===== config.mk =====
export PLATFORM = sky130hd
export DESIGN_NAME = decoder_arbiter_flat
export DESIGN_NICKNAME = d
export VERILOG_FILES = /design/src/rtl/decoder_arbiter_if.sv /design/src/rtl/decoder_arbiter.sv /design/src/flat_wrapper.sv
export SDC_FILE = /design/constraint.sdc
export NUM_CORES = 1
export LEC_CHECK = 0
export ABC_AREA = 1
export ABC_CLOCK_PERIOD_IN_PS = 4600
export CAP_MARGIN = 20
export CORE_MARGIN = 2
export CORE_UTILIZATION = 25
export DETAILED_ROUTE_END_ITERATION = 7
export PLACE_DENSITY = 0.53
export SLEW_MARGIN = 20
export SYNTH_ARGS = -nofsm -noshare
export SYNTH_HDL_FRONTEND = slang
export SYNTH_SLANG_ARGS = --single-unit

===== constraint.sdc =====
create_clock -name clk -period 4.6 [get_ports clk]
set_clock_uncertainty 0.15 [all_clocks]
set_input_delay 0.69 -clock clk [delete_from_list [all_inputs] [get_ports clk]]
set_output_delay 0.69 -clock clk [all_outputs]
set_load 0.01 [all_outputs]

===== src/rtl/decoder_arbiter_if.sv =====
// Arbiter bus between the requesters and the shared-decoder arbiter.
//   req           : request lines, bit n = requester n wants the decoder
//   release_grant : current owner gives up its grant
//   sel           : binary index of the granted requester (decoder i0..i3)
//   busy          : grant active; the decoder output is qualified by it
//   grant_start   : one-cycle pulse on the first cycle of every grant
// The release line cannot be called "release" because that word is reserved
// in SystemVerilog.
interface decoder_arbiter_if;
  logic [15:0] req;
  logic        release_grant;
  logic [3:0]  sel;
  logic        busy;
  logic        grant_start;

  // Requester side.
  modport master (
    output req, release_grant,
    input  sel, busy, grant_start
  );

  // Arbiter side.
  modport slave (
    input  req, release_grant,
    output sel, busy, grant_start
  );
endinterface


===== src/rtl/decoder_arbiter.sv =====
// Round-robin arbiter that grants one of 16 requesters ownership of a shared
// 4-to-16 decoder. A grant lasts until the owner releases it, drops its
// request, or has held it for MAX_HOLD cycles. At least one IDLE cycle
// separates consecutive grants, and arbitration happens in that cycle.
// Ports:
//   clk   : rising-edge clock
//   reset : synchronous active-high reset
//   bus   : decoder_arbiter_if.slave (req, release_grant in; sel, busy,
//           grant_start out)
module decoder_arbiter #(
  parameter int MAX_HOLD = 8      // legal range 1..255
) (
  input  logic              clk,
  input  logic              reset,
  decoder_arbiter_if.slave  bus
);

  typedef enum logic {
    IDLE  = 1'b0,
    GRANT = 1'b1
  } state_t;

  state_t     r_state;
  logic [3:0] r_sel;
  logic [3:0] r_last;
  logic       r_busy;
  logic       r_grant_start;
  logic [7:0] r_hold;

  logic [15:0] w_rot;
  logic [3:0]  w_offset;
  logic [3:0]  w_pick;
  logic        w_any;
  logic        w_exit;

  // Rotate the request vector so that bit 0 is requester (last+1) mod 16.
  // The previous owner lands on bit 15, so it is reached last.
  generate
    for (genvar gi = 0; gi < 16; gi++) begin : g_rot
      assign w_rot[gi] = bus.req[r_last + 4'(gi + 1)];
    end
  endgenerate

  // The lowest set bit of the rotated vector is the winner's distance from
  // last+1.
  always_comb begin
    w_offset = 4'd0;
    for (int k = 15; k >= 0; k--) begin
      if (w_rot[k]) w_offset = 4'(k);
    end
  end

  assign w_any  = |bus.req;
  assign w_pick = r_last + 4'd1 + w_offset;

  // Several exit causes can be true at once; they all collapse into one exit.
  assign w_exit = bus.release_grant | ~bus.req[r_sel] | (r_hold == 8'(MAX_HOLD));

  always_ff @(posedge clk) begin
    if (reset) begin
      r_state       <= IDLE;
      r_sel         <= 4'd0;
      r_last        <= 4'd15;
      r_busy        <= 1'b0;
      r_grant_start <= 1'b0;
      r_hold        <= 8'd0;
    end else begin
      case (r_state)
        IDLE: begin
          r_grant_start <= 1'b0;
          if (w_any) begin
            r_sel         <= w_pick;
            r_last        <= w_pick;
            r_state       <= GRANT;
            r_busy        <= 1'b1;
            r_grant_start <= 1'b1;
            r_hold        <= 8'd1;
          end
        end
        GRANT: begin
          r_grant_start <= 1'b0;
          if (w_exit) begin
            r_state <= IDLE;
            r_busy  <= 1'b0;
            r_hold  <= 8'd0;
          end else begin
            // Never wraps: the exit at MAX_HOLD (<= 255) stops it first.
            r_hold <= r_hold + 8'd1;
          end
        end
        default: r_state <= IDLE;
      endcase
    end
  end

  assign bus.sel         = r_sel;
  assign bus.busy        = r_busy;
  assign bus.grant_start = r_grant_start;

endmodule


===== src/flat_wrapper.sv =====
// flat-port wrapper written by rule: the top's interface ports become plain ports
module decoder_arbiter_flat 
#(
  parameter int MAX_HOLD = 8                           
)
  (clk, reset, bus_req, bus_release_grant, bus_sel, bus_busy, bus_grant_start);
  decoder_arbiter_if bus_i ();
  input  logic clk;
  input  logic reset;
  input wire logic [$bits(bus_i.req)-1:0] bus_req;
  input wire logic [$bits(bus_i.release_grant)-1:0] bus_release_grant;
  output wire logic [$bits(bus_i.sel)-1:0] bus_sel;
  output wire logic [$bits(bus_i.busy)-1:0] bus_busy;
  output wire logic [$bits(bus_i.grant_start)-1:0] bus_grant_start;
  assign bus_i.req = bus_req;
  assign bus_i.release_grant = bus_release_grant;
  assign bus_sel = bus_i.sel;
  assign bus_busy = bus_i.busy;
  assign bus_grant_start = bus_i.grant_start;
  decoder_arbiter #(.MAX_HOLD(MAX_HOLD)) u_core (.clk(clk), .reset(reset), .bus(bus_i));
endmodule

======== Yosys cells after proc, flatten, opt, wreduce, memory -nomap -nowiden ========
Cells that the tools add are included.
storage, ports and cells
  memories ................................ 0
  register bits after elaboration ......... 19
  bits in writable memories ............... 0
  input port bits ......................... 19
  logic and storage cells ................. 110
  bits in read-only memories .............. 0
  bits in latches ......................... 0
operators by class
  mux-type cells .......................... 60
  shift-type cells ........................ 0
  $lt $le $gt $ge ......................... 17
  add/subtract/negate cells ............... 17
  eq/ne operators ......................... 3
  bitwise logic cells ..................... 4
  reduce and logical (&&, ||, !) cells .... 3
  multipliers ............................. 0
  div/mod/pow operators ................... 0
operators by type and width
  cell                 count
  $lt 4x5->1 const B   17
  $bmux 1 s4           17
  $mux 4               16
  $add 4x4->4 const B  8
  $mux 1               21
  $add 4x3->4 const B  4
  $mux 8               2
  $pmux 8 s2           1
  $reduce_or 16->1     1
  $add 4x2->4 const B  2
  $add 8x1->8 const B  1
  $eq 8x4->1 const B   1
  $pmux 1 s2           3
  $add 4x1->4 const B  1
  $add 4x4->4          1
  $reduce_and 2->1     2
  $ne 2x1->1 const B   1
  $ne 2x2->1 const B   1
  $not 1->1            2
  $or 1x1->1           2

======== Logic depth before layout (Yosys ltp) ========
Gate-level depths: netlist of the first run.
  depth after elaboration ................. 19
  depth in mapped cells ................... 31
  mapped depth without buffers ............ 30

======== Worst setup path before layout of the first run ========
OpenSTA, ideal clock, no wires.
  path kind ............................... register to register
  start ................................... register u_core.r_last[1]
  end ..................................... register u_core.r_last[3]
  arrival time ............................ 3.298 ns
  stages on the path, launching flop included .. 23
  buffers on the path ..................... 2
  period minus slack after synthesis ...... 3.579 ns
  slack ................................... 1.021 ns
  path through ............................ dfxtp_1 buf_2 inv_2 ha_1 buf_6 inv_1 nand3_1 nand3_1 a21oi_1 a21oi_1 nand2_1 nor2_1 nor2_1 o21ai_0 nand2_1 a21oi_1 ha_1 a21o_1 a21oi_1 xnor2_1 nand3_1 nand3b_4 o211ai_1
between the ends
  word-level cells in the longest chain between the ends .. 19
  elaborated cells between the ends (all ways) .. 64
  classes of those cells .................. add/sub: 16; mux: 48
ends and longest elaborated chain
  what                                                           RTL line                                      RTL
  start, declared                                                decoder_arbiter.sv:25                         logic [3:0] r_last;
  start signal, assigned                                         decoder_arbiter.sv:73                         r_last <= w_pick;
  $add 4x4->4 / $bmux 1 s4 (equally long branches)               decoder_arbiter.sv:40                         assign w_rot[gi] = bus.req[r_last + 4'(gi + 1)];
  $bmux 1 s4 / $mux 1 (equally long branches)                    decoder_arbiter.sv:40
  $mux 1 (implied by the code) / $mux 4 (equally long branches)  decoder_arbiter.sv:40, decoder_arbiter.sv:49
  $mux 4 (15 in series)                                          decoder_arbiter.sv:49                         if (w_rot[k]) w_offset = 4'(k);
  $add 4x4->4 *                                                  decoder_arbiter.sv:54                         assign w_pick = r_last + 4'd1 + w_offset;
Every way passes the cells marked *; elsewhere a longest branch is shown, timed or not. The select of a mux whose other input is x is not followed.
A chain may end at the register's enable or synchronous reset.

======== Final worst setup path of the first run ========
Ends and elaborated chain as after synthesis.

==> results of run 1 <==
## timing repair
item,in CTS,in global routing
endpoints found under the setup margin,0,2
hold endpoints to repair,0,0
gates resized for setup,0,1
## state kept, by name (all words and copies together), names as in the netlist
register / flops
u_core.bus.grant_start: 1
u_core.r_hold: 8
u_core.bus.sel: 4
u_core.r_state: 1
u_core.r_last: 4
u_core.bus.busy: 1
## cell type report
cell class	count	share of cell area, %
Clock buffer	3	1.591
Inverter	39	5.641
Multi-Input combinational cell	295	62.87
Tap cell	108	5.207
Timing Repair Buffer	26	9.836
Clock inverter	1	0.1929
Sequential cell	19	14.66
## layer usage
metal  part of all wire (%)  up-vias
met1                     50     1123
met2                     46       62
met5                      0        -
met4                   0.45        0
met3                    3.5        4
li1                       -     1278
## stage by stage
step | worst slack [ps] | instances | util [%]
after floorplan | 1022 | 364 | -
final | 525.7 | 491 | 29.76
after detailed placement | 409.3 | 487 | 29.20
after CTS | 401.5 | 491 | 29.73
after global routing | 77.92 | 491 | 29.76
after global placement | 406.8 | 487 | 29.20
## worst max path at each step
stage / slack, ps / end / cells after the start / startpoint
final: 530 / u_core.r_last[3]$_SDFFE_PP1P_ / 20 / u_core.r_last[1]$_SDFFE_PP1P_
after global routing: 80 / u_core.r_last[3]$_SDFFE_PP1P_ / 28 / u_core.r_last[1]$_SDFFE_PP1P_
after CTS: 400 / u_core.r_last[3]$_SDFFE_PP1P_ / 28 / u_core.r_last[1]$_SDFFE_PP1P_
after detailed placement: 410 / u_core.r_last[3]$_SDFFE_PP1P_ / 28 / u_core.r_last[1]$_SDFFE_PP1P_
after global placement: 410 / u_core.r_last[3]$_SDFFE_PP1P_ / 28 / u_core.r_last[1]$_SDFFE_PP1P_
after floorplan: 1020 / u_core.r_last[3]$_SDFFE_PP1P_ / 22 / u_core.r_last[1]$_SDFFE_PP1P_
## worst register-to-register path, stage by stage (launching register included)
cell      delay [ps]
dfxtp_1          630
inv_2            240
ha_2             420
inv_1            230
nand3_1          140
nand3_1          100
nand2_1           80
a21oi_1          200
nand2_1           90
nor2_1           110
nor2_1            40
o21ai_0          150
nand2_1           70
a21oi_1          230
ha_1             280
a21o_1           150
a21oi_1          150
xnor2_1          160
nand3_1          150
nand3b_4         100
o211ai_1          80
## cells in the final DEF, fill, tap and decap left out, drive strengths merged
cell,Yosys,layout
xnor2,3,3
a211oi,2,2
a31oi,3,3
nor2,22,22
buf,10,2
o21ai,15,15
nand2,97,97
a21oi,20,20
nand4,3,3
o211ai,8,8
mux2i,2,2
ha,12,12
o311ai,2,2
a21boi,1,1
clkdlybuf4s50,0,24
nand3b,1,1
fa,1,1
dfxtp,19,19
xor2,9,9
a21o,2,2
nor4,5,5
and2,1,1
nor3,1,1
clkbuf,1,3
o211a,1,1
inv,39,39
clkinv,0,1
nand3,78,78
a311oi,1,1
o311a,1,1
o21a,3,3
o31ai,1,1
## cell families (layout without fill, tap and decap cells)
kind of cell               count (synthesis)  after routing
AOI/OAI and AO/OA                         60             60
xor gates and xnor gates                  12             12
adders and majority gates                 13             13
buffers and inverters                     50             69
DFF                                       19             19
muxes                                      2              2
and+or+nand+nor                          208            208
## power groups by stage
stage	Sequential [W]	Combinational, W	Clock (W)
final	0.000265	0.00173	0.000114
after global routing	0.000271	0.00198	0.000127
after CTS	0.000265	0.00173	0.000118
after detailed placement	0.000268	0.00172	0
after global placement	0.000268	0.00173	0
after floorplan	0.000230	0.00139	0
==> summary.md, run 1 <==
The flow ran to the end, and the final reports show no timing, DRC or antenna violations. Buffers added to address setup during post-CTS repair amount to 0. The floorplan core area was 8721 um2. The smallest clock period supported by the final layout is computed as 4074 ps. Relative to the synthesized area, the layout overhead comes to 15.93%. Clock-pin slew was measured on the worst setup and hold paths at 70 ps. Summing the areas of all and, or, nand and nor instances in the mapped netlist gives 41.48% of the synthesized area. The run gives 1 as the number of H-tree levels. For the data arrival time of the critical path, the log shows 4050 ps. The setup slack of the most critical reg-to-reg path was 530 ps; the largest driver fanout on the critical path was 13. Of the total synthesized cell area, the portion taken by full adders, half adders and majority gates is 7.602%.

Entering global routing, the biggest net connects 23 pins. CTS placed an instance of clkbuf_8 at the clock tree root. For the count of endpoints failing setup in the final report, the log shows 0. TritonCTS built the clock tree. In the synthesized netlist, mux cells make up 0.8944% of the area. The worst register-to-register path begins at u_core.r_last[1]$_SDFFE_PP1P_. The worst-case vdd ir drop came out at 222.6 uV. For the pin with the worst max-slew slack, the measured transition is 587.8 ps. The post-route netlist has 4.961% of its cells at a drive strength greater than 1. The clock network burns 5.4% of the power. Measured against its own limit, the worst slew margin works out to 60.31%. The tools report the clock latency on the worst-skew pair as 250 ps.

The number of nets in the layout was 416; the antenna diode count was 0. Main flop type after synthesis: dfxtp_1. For the leakage dissipation, the log shows 1.156 nW. The tools report the part of the power in registers as 12.5%. Summed over all layers, the global routing overflow is 0. Cell internal power was estimated by the tool at 0.0009078 W.

The number of global-route vias before repair is 2250, and the met2 demand-to-capacity share in global routing is 23.23%. The tools report the worst slack on hold paths as 341.9 ps. In this run the power spent charging and discharging nets is 0.001204 W. In this run the cell area of the synthesized design comes to 2238 um2. Kind of cell with the highest combined delay on the critical path: compound AO/OA/AOI/OAI gates.

For the worst flop-to-flop path, the logic depth is 20. The post-synthesis average cell area is 6.149 um2. The run gives 396 as the synthesized net count. The maximum buffer depth of the clock tree is 2. The run gives 963 as the total of fill cells in the finished design. Hold-critical path endpoint: u_core.bus.busy$_SDFFE_PP0P_.

The leading area contributor after synthesis is nand3_1. Across every metal layer, demand over resource in global routing totals 13.89%. By area, the combinational part of the netlist is dominated by simple AND/OR/NAND/NOR gates.

The initial detailed-routing violation count was 160. The run gives 2546 um2 as the cell area after placement. The floorplan die height is 98.63 um, and the hold violation total from the final report is 0. The congestion estimate from routability-driven global placement came to 0.8463. The routed layout has 2467 vias. Sorting the synthesized cells by how often they occur yields nand2_1, nand3_1, inv_1. The initial standard-cell utilization of the core was 25.67%.

The most common cell in the synthesized netlist is nand2_1. The startpoint identified for the worst hold timing path is u_core.bus.busy$_SDFFE_PP0P_. Detailed placement finished with a half-perimeter wire length of 5420 um. The synthesized netlist devotes 16.60% of its cell area to compound gates. The cell with the largest stage delay on the worst path was dfxtp_1. The tools report the number of max-slew violations in the final report as 0.

The number of antenna violations at the first check in global routing is 0, and the proportion of synthesized chip area in sequential cells is 16.99%. Setup repair after global routing left no endpoint under its margin. The data required time of the critical path is 4580 ps.

The tools report the multi-input gate area in the final layout as 1632 um2. The register area is 380.4 um2, and the remaining number of nets flagged by the antenna check after routing is 0. met2 is the most crowded layer. The logs give 0.5674% for the global routing usage on met3 and 0 for the total of max-cap violations.

Clock buffer count from CTS: 3. The areal power density over the cells is 813.9 nW/um2. The critical path is of the register to register type. The signal on the critical path passes through inv_2 > ha_2 > inv_1 > nand3_1 > nand3_1 > nand2_1 > a21oi_1 > nand2_1 > nor2_1 > nor2_1 > o21ai_0 > nand2_1 > a21oi_1 > ha_1 > a21o_1 > a21oi_1 > xnor2_1 > nand3_1 > nand3b_4 > o211ai_1.

The flip-flop and latch count after synthesis is 19, and the count of unique library cells instantiated by Yosys is 40. The endpoint identified for the worst register-to-register timing path is u_core.r_last[3]$_SDFFE_PP1P_. For this design, the CTS-stage hold fixing added 0 buffers.

The number of I/O port buffers came out at 24. The worst setup path is captured at a register. In the final timing run, aggregate negative setup slack is 0 ps. Of all flip-flops after synthesis, the portion carrying an async set or reset was 0%. For this run, the top clock speed supported by timing is 0.2454 GHz. The proportion of netlist area held by the largest area contributor is 17.22%. Measured along the x axis, the die boundary spans 98.63 um.

The met1 global-route usage came out at 20.30%. The Yosys step of the flow raised 0 warnings. The finished cells cover 2595 um2. The first global-routing pass estimated 11150 um of wire. The path class of the tightest hold or removal check is register to register. For this run, design rule violations remaining after detail routing come to 0. The total design power came out at 0.002112 W.

The count of flip-flops with a built-in enable after synthesis was 0. The post-detailed-routing wire length was 6895 um. The die covers 9727 um2. Dividing the detail-routed via count by the number of cells gives 5.024. After floorplanning, the core was divided into 34 placement rows. The cell depth of the worst hold path was 2. Combinational logic burns 82.1% of the power. The worst setup path is launched from a register. The number of iterations in the first detailed-routing pass was 4; the post-synthesis cell count was 364. The share of the clock period used by the worst path came out at 88.57%.

The number of buffers and inverters on the critical path is 2. In the final routed layout, each cell accounts on average for 14.04 um. The xor/xnor cell area share of the yosys netlist was 6.205%; the number of sinks on the clock net was 19. After synthesis, the cell types taking the most area are nand3_1, dfxtp_1, nand2_1, ha_1, inv_1.

In this design, the stage delay of the slowest critical-path cell is 630 ps. The proportion of total power due to net switching came out at 57.02%. During I/O placement, the number of pins put on the boundary was 25.
Power figures use the tool's default switching activity.
==> inputs of run 2 (changes only) <==
--- a/config.mk
+++ b/config.mk
@@ -8,10 +8,12 @@
 export ABC_AREA = 1
 export ABC_CLOCK_PERIOD_IN_PS = 4600
 export CAP_MARGIN = 20
+export CORE_ASPECT_RATIO = 0.75
 export CORE_MARGIN = 2
 export CORE_UTILIZATION = 25
 export DETAILED_ROUTE_END_ITERATION = 7
 export PLACE_DENSITY = 0.53
+export SKIP_LAST_GASP = 1
 export SLEW_MARGIN = 20
 export SYNTH_ARGS = -nofsm -noshare
 export SYNTH_HDL_FRONTEND = slang
==> run 2 against run 1 <==
Net effect: largest cell class unchanged; final area grew 1.4%; the run now ends with design-rule violations left; core utilization increased by 0.97 points; die area about the same; final cell count did not move; sequential cell count unchanged; total power increased by 6.0%; sequential share of layout area fell by 0.20 points.
==> summary.md, run 2 (synthesis results as in run 1) <==
The run finished, with violations left. The final reports fail on design-rule violations. The logs give 2547 (+3.2%) for the via count of the routed design and 0 (unchanged) for the hold violation total from the final report.

The post-detailed-routing wire length is 7589 um (+10%), and the pin count of the biggest net entering global routing is 23 (unchanged). The master cell of the clock root buffer is clkbuf_16. The number of max-slew violations in the final report is 0 (unchanged). The run gives 4 (+4) as the remaining routing DRC violations. Relative slew slack: 59.40% (-0.91 points). The tools report the global-route total usage across every layer as 15.23% (+1.3 points). The critical path launch point type is a register. The total negative slack is 0 ps (unchanged), and the number of antenna violations at the first check in global routing is 0 (unchanged). The areal power density over the cells came out at 850.5 nW/um2 (+4.5%). The count of cells along the worst register-to-register path came out at 28 (+40%).

The kind of path behind the tightest hold check was register to register. The logs give 416 (unchanged) for the number of nets in the layout and 4150 ps (+100 ps) for the data arrival time of the critical path. The count of endpoints failing setup in the final report was 0 (unchanged). The hold-critical path endpoint is u_core.bus.busy$_SDFFE_PP0P_. The wire length of the first global-routing pass is 11830 um (+6.1%), and the initial standard-cell utilization of the core is 26.14% (+0.47 points).

The clock latency on the worst-skew pair was 250 ps (about the same). The end of the worst register-to-register path is u_core.r_last[3]$_SDFFE_PP1P_. The top-level I/O count came out at 25 (unchanged).

The logs give 428.0 ps (-97.70 ps) for the final worst setup slack and 4580 ps (about the same) for the data required time of the critical path. The tools report the maximum buffer depth of the clock tree as 2 (unchanged). For the worst-case vdd ir drop, the log shows 211.0 uV (-5.2%). The cell depth of the worst hold path is 2 (unchanged), and the number of flip-flops under the largest register name is 8 (unchanged). Leaving out fill and tap cells, the most frequent cells in the layout are nand2_1, nand3_1, inv_1, clkdlybuf4s50_1, nor2_1. The run gives 0.2397 GHz (-2.3%) as the fmax. The class of the most critical setup path is register to register. The share of the clock period used by the worst path is 90.70% (+2.1 points). The initial detailed-routing violation count was 340 (+110%); the largest driver fanout on the critical path was 13 (unchanged). For the clock buffer count from CTS, the log shows 3 (unchanged). The setup slack at placement was 346.8 ps (-62.46 ps). The total die area was 9734 um2 (about the same); the number of I/O port buffers was 24 (unchanged).

The total of max-cap violations was 0 (unchanged); the transition time of the tightest slew-check pin was 608.2 ps (+20.35 ps). Relative to the synthesized area, the layout overhead comes to 17.55%. Floorplan die height: 85.95 um (-13%). Most frequent standard cell in the layout excluding fill and tap cells: nand2_1.

The run gives 430 ps (-100 ps) as the setup slack of the most critical reg-to-reg path. The sort of element at the end of the critical path is a register. The final routed wire length divided by cell count is 15.46 um (+10%). For the overall overflow remaining after global route, the log shows 0 (unchanged). The worst hold path begins at u_core.bus.busy$_SDFFE_PP0P_.

The remaining number of nets flagged by the antenna check after routing was 0 (unchanged); the floorplan row count was 29 (-15%). Most used cell along the critical path: nand2_1. The number of H-tree levels was 1 (unchanged); the longest individual stage delay on the worst path was 650 ps (+20 ps). Top register by number of flip-flops: u_core.r_hold. The placer congestion estimate is 0.9081 (+7.3%).

Setup repair after global routing left no endpoint under its margin. The floorplan core area is 8563 um2 (-1.8%), and the clock-pin slew of the registers on the worst-case setup and hold paths is 60 ps (about the same). The number of iterations in the first detailed-routing pass was 8 (+4). The sum of net half-perimeters after detailed placement was 6044 um (+12%). The leakage dissipation was 1.168 nW (+1.0%); the via count normalized by instance count was 5.187 (+3.2%). The worst register-to-register path begins at u_core.r_last[1]$_SDFFE_PP1P_. The cell with the largest stage delay on the worst path was dfxtp_1. The post-layout minimum cycle time is 4172 ps (+97.70 ps). For the number of sinks on the clock net, the log shows 19 (unchanged). The fraction of layout cells with a size suffix above 1 came out at 4.961% (unchanged). The antenna diode count is 0 (unchanged), and the number of global-route vias before repair is 2268 (+0.80%). TritonCTS built the clock tree.

The width of the die is 113.3 um (+15%).
==> run 2: changes by cell type in the layout (fill, tap and decap cells not counted) <==
| cell | previous run | this run |
|---|---|---|
| clkbuf_16 | 0 | 3 |
| clkbuf_8 | 3 | 0 |
| clkinv_2 | 1 | 0 |
| clkinvlp_4 | 0 | 1 |
==> run 2: worst max path at each step <==
| stage | start | end | slack [ps] |
|---|---|---|---|
| floorplan | u_core.r_last[1]$_SDFFE_PP1P_ | u_core.r_last[3]$_SDFFE_PP1P_ | 1020 |
| global placement | u_core.r_last[1]$_SDFFE_PP1P_ | u_core.r_last[3]$_SDFFE_PP1P_ | 280 |
| detailed placement | u_core.r_last[1]$_SDFFE_PP1P_ | u_core.r_last[3]$_SDFFE_PP1P_ | 350 |
| CTS | u_core.r_last[1]$_SDFFE_PP1P_ | u_core.r_last[3]$_SDFFE_PP1P_ | 330 |
| global route | u_core.r_last[1]$_SDFFE_PP1P_ | u_core.r_last[3]$_SDFFE_PP1P_ | 20 |
| finish | u_core.r_last[1]$_SDFFE_PP1P_ | u_core.r_last[3]$_SDFFE_PP1P_ | 430 |
==> run 2: timing repair <==
action,in CTS,in global routing
endpoints found under the hold margin,0,0
buffers inserted,0,0
setup endpoints to repair,0,4
hold buffers,0,0
gates resized for setup,0,1
==> run 2: where the power goes <==
group          internal, W  total, W  switching [W]
logic             0.000652   0.00179        0.00114
clock network     0.000118  0.000183      0.0000655
registers         0.000199  0.000266      0.0000665
==> run 2: final cells by class <==
class,count,area (um2)
Multi-Input combinational cell,295,1632
Sequential cell,19,380.4
Timing Repair Buffer,26,255.2
Clock inverter,1,7.507
Inverter,39,146.4
Tap cell,108,135.1
Clock buffer,3,75.07
Fill cell,947,5932
==> run 2: worst max-delay path: cells and delay by family (launching register included) <==
| kind | cells | cell delay (ps) |
|---|---|---|
| buf+inv | 2 | 440 |
| simple gates | 19 | 1390 |
| compound gates | 4 | 470 |
| xor+xnor | 1 | 160 |
| flops | 1 | 650 |
| fa+ha+maj | 2 | 780 |
==> run 2: metal layers <==
metal	track usage, %	vias up	wire length, um
li1	-	1276	-
met1	24.25	1168	4137
met2	21.34	95	2849
met3	2.827	8	547
met4	1.996	0	55
met5	0	-	0
==> run 2: through the flow <==
step | std cells | hold slack [ps] | utilization (%) | power [W] | instance area (um2)
floorplan | 364 | 331.5 | - | 0.001623 | 2238
global placement | 487 | 314.8 | 29.73 | 0.002038 | 2546
detailed placement | 487 | 320.3 | 29.73 | 0.002028 | 2546
CTS | 491 | 338.3 | 30.70 | 0.002218 | 2629
global route | 491 | 368.0 | 30.73 | 0.002478 | 2631
finish | 491 | 332.6 | 30.73 | 0.002238 | 2631
==> inputs of run 3 (changes only) <==
--- a/config.mk
+++ b/config.mk
@@ -13,7 +13,6 @@
 export CORE_UTILIZATION = 25
 export DETAILED_ROUTE_END_ITERATION = 7
 export PLACE_DENSITY = 0.53
-export SKIP_LAST_GASP = 1
 export SLEW_MARGIN = 20
 export SYNTH_ARGS = -nofsm -noshare
 export SYNTH_HDL_FRONTEND = slang
==> results of run 3 <==
No change in the layout: final DEF, timing and power equal those of run 2.
